### config.mk
export PLATFORM = sky130hd
export DESIGN_NAME = fifo_word_packer_flat
export DESIGN_NICKNAME = d
export VERILOG_FILES = /design/src/rtl/fifo_word_packer_if.sv /design/src/rtl/fifo_word_packer.sv /design/src/flat_wrapper.sv
export SDC_FILE = /design/constraint.sdc
export NUM_CORES = 1
export LEC_CHECK = 0
export ABC_AREA = 1
export ABC_CLOCK_PERIOD_IN_PS = 2800
export BUFFER_PORTS_ARGS = -buffer_cell sky130_fd_sc_hd__buf_4
export CORE_MARGIN = 2
export CORE_UTILIZATION = 41
export CTS_CLUSTER_DIAMETER = 150
export CTS_CLUSTER_SIZE = 20
export DETAILED_ROUTE_END_ITERATION = 10
export MAX_ROUTING_LAYER = met4
export PLACE_DENSITY_LB_ADDON = 0.1
export SYNTH_ARGS = -nofsm -noshare
export SYNTH_HDL_FRONTEND = slang
export SYNTH_SLANG_ARGS = --single-unit
### constraint.sdc
create_clock -name clk -period 2.8 [get_ports clk]
set_input_delay 0.42 -clock clk [delete_from_list [all_inputs] [get_ports clk]]
set_output_delay 0.42 -clock clk [all_outputs]
set_load 0.03 [all_outputs]
### src/rtl/fifo_word_packer_if.sv
`default_nettype none
// ---------------------------------------------------------------------------
// fifo_word_packer_if : byte-fifo read side plus packed-word output stream
// rev 1.0
// ---------------------------------------------------------------------------
interface fifo_word_packer_if #(
   parameter int NBYTES = 4
);
   // byte fifo read port
   logic                  fifo_empty;
   logic [7:0]            fifo_rdata;
   logic                  fifo_ren;

   // packed word stream
   logic                  out_valid;
   logic                  out_ready;
   logic [8*NBYTES-1:0]   out_data;
   logic [NBYTES-1:0]     out_keep;
   logic                  out_last;

   modport master (
      input  fifo_empty,
      input  fifo_rdata,
      output fifo_ren,
      output out_valid,
      input  out_ready,
      output out_data,
      output out_keep,
      output out_last
   );

   modport slave (
      output fifo_empty,
      output fifo_rdata,
      input  fifo_ren,
      input  out_valid,
      output out_ready,
      input  out_data,
      input  out_keep,
      input  out_last
   );
endinterface
`default_nettype wire

### src/rtl/fifo_word_packer.sv
`default_nettype none
// ---------------------------------------------------------------------------
// fifo_word_packer : packs fifo bytes into little-endian NBYTES-wide words
// rev 1.0
// ---------------------------------------------------------------------------
module fifo_word_packer #(
   parameter int NBYTES  = 4,
   parameter int TIMEOUT = 15
) (
   input  wire logic          clk,
   input  wire logic          rst,
   input  wire logic          flush,
   output logic               busy,
   fifo_word_packer_if.master bus
);
   localparam int              CW     = $clog2(NBYTES + 1);
   localparam logic [CW-1:0]   C_FULL = CW'(NBYTES);

   logic [CW-1:0]          byte_cnt;
   logic [8*NBYTES-1:0]    acc;
   logic                   flush_pend;

   logic                   word_valid;
   logic [8*NBYTES-1:0]    word_data;
   logic [NBYTES-1:0]      word_keep;
   logic                   word_last;

   logic                   pop;
   logic                   full;
   logic                   partial;
   logic                   timeout_hit;
   logic                   emit_cause;
   logic                   slot_free;
   logic                   emit;
   logic [NBYTES-1:0]      keep_next;

   assign full       = (byte_cnt == C_FULL);
   assign partial    = (byte_cnt != '0) && !full;
   assign pop        = !rst && !bus.fifo_empty && !full && !flush_pend;
   assign emit_cause = full || (flush_pend && (byte_cnt != '0)) || timeout_hit;
   assign slot_free  = !word_valid || bus.out_ready;
   assign emit       = emit_cause && slot_free;

   // A timeout emit can coincide with a pop; that byte opens the next word.
   always_ff @(posedge clk) begin
      if (rst) begin
         byte_cnt <= '0;
      end else if (emit) begin
         byte_cnt <= pop ? CW'(1) : '0;
      end else if (pop) begin
         byte_cnt <= byte_cnt + CW'(1);
      end
   end

   // Lanes above byte_cnt are kept at zero so the emitted word needs no mask.
   always_ff @(posedge clk) begin
      if (rst) begin
         acc <= '0;
      end else if (emit) begin
         acc <= '0;
         if (pop) begin
            acc[7:0] <= bus.fifo_rdata;
         end
      end else if (pop) begin
         for (int i = 0; i < NBYTES; i++) begin
            if (byte_cnt == CW'(i)) begin
               acc[8*i +: 8] <= bus.fifo_rdata;
            end
         end
      end
   end

   // A flush seen on the emitting edge belongs to the next (possibly empty) word.
   always_ff @(posedge clk) begin
      if (rst) begin
         flush_pend <= 1'b0;
      end else if (flush) begin
         flush_pend <= 1'b1;
      end else if (emit || (byte_cnt == '0)) begin
         flush_pend <= 1'b0;
      end
   end

   for (genvar g = 0; g < NBYTES; g++) begin : g_keep
      assign keep_next[g] = (byte_cnt > CW'(g));
   end

   generate
      if (TIMEOUT > 0) begin : g_timeout
         localparam int            IW     = $clog2(TIMEOUT + 1);
         localparam logic [IW-1:0] C_TMAX = IW'(TIMEOUT);
         logic [IW-1:0]            idle_cnt;

         always_ff @(posedge clk) begin
            if (rst || pop || emit) begin
               idle_cnt <= '0;
            end else if (partial && (idle_cnt != C_TMAX)) begin
               idle_cnt <= idle_cnt + IW'(1);
            end
         end

         assign timeout_hit = partial && (idle_cnt == C_TMAX);
      end else begin : g_no_timeout
         assign timeout_hit = 1'b0;
      end
   endgenerate

   always_ff @(posedge clk) begin
      if (rst) begin
         word_valid <= 1'b0;
         word_data  <= '0;
         word_keep  <= '0;
         word_last  <= 1'b0;
      end else if (emit) begin
         word_valid <= 1'b1;
         word_data  <= acc;
         word_keep  <= keep_next;
         word_last  <= flush_pend;
      end else if (bus.out_ready) begin
         word_valid <= 1'b0;
      end
   end

   assign bus.fifo_ren  = pop;
   assign bus.out_valid = word_valid;
   assign bus.out_data  = word_data;
   assign bus.out_keep  = word_keep;
   assign bus.out_last  = word_last;
   assign busy          = (byte_cnt != '0) || word_valid || flush_pend;

endmodule
`default_nettype wire

### src/flat_wrapper.sv
// flat-port wrapper written by rule: the top's interface ports become plain ports
module fifo_word_packer_flat 
#(
   parameter int NBYTES  = 4,
   parameter int TIMEOUT = 15
)
  (clk, rst, flush, busy, bus_fifo_empty, bus_fifo_rdata, bus_fifo_ren, bus_out_valid, bus_out_ready, bus_out_data, bus_out_keep, bus_out_last);
  fifo_word_packer_if #(.NBYTES(NBYTES)) bus_i ();
  input  wire logic clk;
  input  wire logic rst;
  input  wire logic flush;
  output logic busy;
  input wire logic [$bits(bus_i.fifo_empty)-1:0] bus_fifo_empty;
  input wire logic [$bits(bus_i.fifo_rdata)-1:0] bus_fifo_rdata;
  output wire logic [$bits(bus_i.fifo_ren)-1:0] bus_fifo_ren;
  output wire logic [$bits(bus_i.out_valid)-1:0] bus_out_valid;
  input wire logic [$bits(bus_i.out_ready)-1:0] bus_out_ready;
  output wire logic [$bits(bus_i.out_data)-1:0] bus_out_data;
  output wire logic [$bits(bus_i.out_keep)-1:0] bus_out_keep;
  output wire logic [$bits(bus_i.out_last)-1:0] bus_out_last;
  assign bus_i.fifo_empty = bus_fifo_empty;
  assign bus_i.fifo_rdata = bus_fifo_rdata;
  assign bus_fifo_ren = bus_i.fifo_ren;
  assign bus_out_valid = bus_i.out_valid;
  assign bus_i.out_ready = bus_out_ready;
  assign bus_out_data = bus_i.out_data;
  assign bus_out_keep = bus_i.out_keep;
  assign bus_out_last = bus_i.out_last;
  fifo_word_packer #(.NBYTES(NBYTES), .TIMEOUT(TIMEOUT)) u_core (.clk(clk), .rst(rst), .flush(flush), .busy(busy), .bus(bus_i));
endmodule
==> impl_metrics.ini <==
[outcome]
status = finished clean

[grt]
grt_usage_pct = 18.5
antenna_found_initial = 0
grt_pass1_vias = 2514
grt_pass1_wl_um = 11700
overflow = 0
grt_max_degree = 44

[setup_path]
required_ps = 2380
cp-end-kind = primary output
worstSetupPathType = register to primary output
start_kind = register
crit_arrival_ps = 1960
worst-path-max-fanout = 16

[yosys]
yosys_warnings = 0
synth_cells = 414
synth.area.top_cells = dfxtp_1, nand2_1, a21oi_1, nor2_1, inv_1
ys_seq_elements = 78
synth_area_mm2 = 0.00310
synth.avg_cell_area_um2 = 7.48
synth_cell_type_count = 27
yosysSeqAreaShare_pct = 50.4
synth_top_area_cell = dfxtp_1
synth_nets = 433
netlist.area_leader.share_pct = 50.4

[cts]
clock_sinks = 78
post_cts_buffers = 0
cts_buffers = 9
clk_latency_ps = 350
ctsLongestPathBuffers = 2
tritoncts = done
cts_resized = 0
cts-root-buf = clkbuf_8
cts_hold_buf = 0
h-tree-depth = 3
clkTransAtPathRegs_ps = 80

[sta]
setup_ws_ps = 424
rsz0062_at_grt = false
min_period_over_period_pct = 84.8
hold_slack_ps = 313
finClkSkew_ps = 7.44
finalSetupViolCount = 0
max_freq_mhz = 421
fin_crit_ps = 2380
hold_violations = 0
max_slew_margin_pct = 60.5
drv_slew = 0
tns_ps = 0
worst_pin_slew_ps = 592

[routing]
viasPerCell = 4.66
vias = 2629
first_iter_violations = 103
wl_um = 6910
drtPass1Iterations = 4
drc_errors = 0
wl_per_cell_um = 12.3
ant_nets = 0

[final_layout]
final_cell_mix = nand2_1, dfxtp_1, nor2_1
n_antenna_cell = 0
fin_cells = 564
nFillCells = 751
area_delta_synth_final_pct = 19.8
drive_above_1_share_pct = 17.8
fin_nets = 479
final_common_cell = nand2_1

[power_and_ir_drop]
max-vdd-ir-drop_mv = 0.241
p_leak_nw = 1.50
p_per_area_mw_per_mm2 = 591

[job]
cap_violations = 0

[placed_design]
pre_cts_slack_ps = 552
place_congestion = 0.827
place_inst = 548
hpwl_um = 4610
portBuffers = 52

[hold_path]
hp-class = primary input to register

[die]
io_pins = 53
dieArea_mm2 = 0.00827
start_util_pct = 42.5
core_mm2 = 0.00729
die_y_um = 90.9
die_w_um = 90.9
std_cell_rows = 31
-- final timing paths --
kind / to / depth (start not counted) / slack [ps] / startpoint
setup / recovery: bus_fifo_ren / 6 / 420 / u_core.byte_cnt[0]
hold / removal: u_core.acc[27] / 3 / 310 / bus_fifo_rdata[3]
setup reg to reg: u_core.bus.out_data[19] / 9 / 550 / u_core.byte_cnt[0]
hold reg to reg: u_core.bus.out_data[2] / 2 / 460 / u_core.acc[2]
-- kinds of logic (layout without fill, tap and decap cells) --
kind of cell	count (synthesis)	in the layout	synth area share [%]
AO/OA/AOI/OAI	62	62	10.2
XOR/XNOR	2	2	0.566
adder cells (fa/ha/maj)	6	6	2.42
buffers and inverters	48	99	7.39
flip-flops	78	78	50.4
AND/OR/NAND/NOR	218	218	29.0
-- layout make-up --
class	instances	area, µm²	area share, %
Clock inverter	3	42.5	1.15
Tap cell	99	124	3.34
Clock buffer	13	159	4.28
Multi-Input combinational cell	288	1310	35.2
Timing Repair Buffer	55	413	11.1
Inverter	28	105	2.83
Sequential cell	78	1560	42.1
-- Yosys cell counts --
| master | count |
|---|---|
| inv_1 | 23 |
| nand3_2 | 1 |
| nor2_2 | 2 |
| nor3_1 | 1 |
| nand2_1 | 136 |
| o211ai_1 | 1 |
| nor2_4 | 1 |
| buf_4 | 4 |
| nand3_4 | 1 |
| o21a_1 | 1 |
| nor3_4 | 2 |
| o21ai_0 | 11 |
| ha_1 | 6 |
| nand3_1 | 12 |
| nand2_2 | 1 |
| nor2_1 | 59 |
| dfxtp_1 | 78 |
| buf_2 | 9 |
| o21ai_1 | 1 |
| nand4_1 | 1 |
| xor2_1 | 1 |
| a21oi_1 | 48 |
| xnor2_1 | 1 |
| or2_2 | 1 |
| inv_2 | 5 |
| clkbuf_1 | 4 |
| buf_6 | 3 |
-- through the flow --
step	power, mW	util, %	area (µm²)
final	2.19	50.9	3710
after global routing	2.29	50.9	3710
after CTS	2.22	50.9	3710
after detailed placement	1.36	48.1	3510
after global placement	1.36	48.1	3510
after floorplan	1.30	-	3100
-- power by group --
part	switching, mW	internal (mW)
sequential	0.0124	1.13
clock	0.399	0.460
combinational	0.137	0.0576
-- registers in the layout, summed over array words and instances, names as in the netlist --
| name | count |
|---|---|
| u_core.acc | 32 |
| u_core.bus.out_data | 32 |
| u_core.bus.out_keep | 4 |
| u_core.bus.out_last | 1 |
| u_core.bus.out_valid | 1 |
| u_core.byte_cnt | 3 |
| u_core.flush_pend | 1 |
| u_core.g_timeout.idle_cnt | 4 |
-- per-layer routing --
layer | GRT usage, % | routed length (µm) | part of all wire [%]
met2 | 29.0 | 3120 | 45
met1 | 23.2 | 3370 | 49
met4 | 9.22 | 129 | 1.9
met5 | - | 0 | 0
met3 | 2.84 | 296 | 4.3
-- critical path: stages, from the launching register on --
cell	delay, ps
dfxtp_1	430
inv_1	110
ha_1	260
nand2_1	120
nand3_4	230
inv_1	240
buf_4	200
Power figures use the tool's default switching activity.
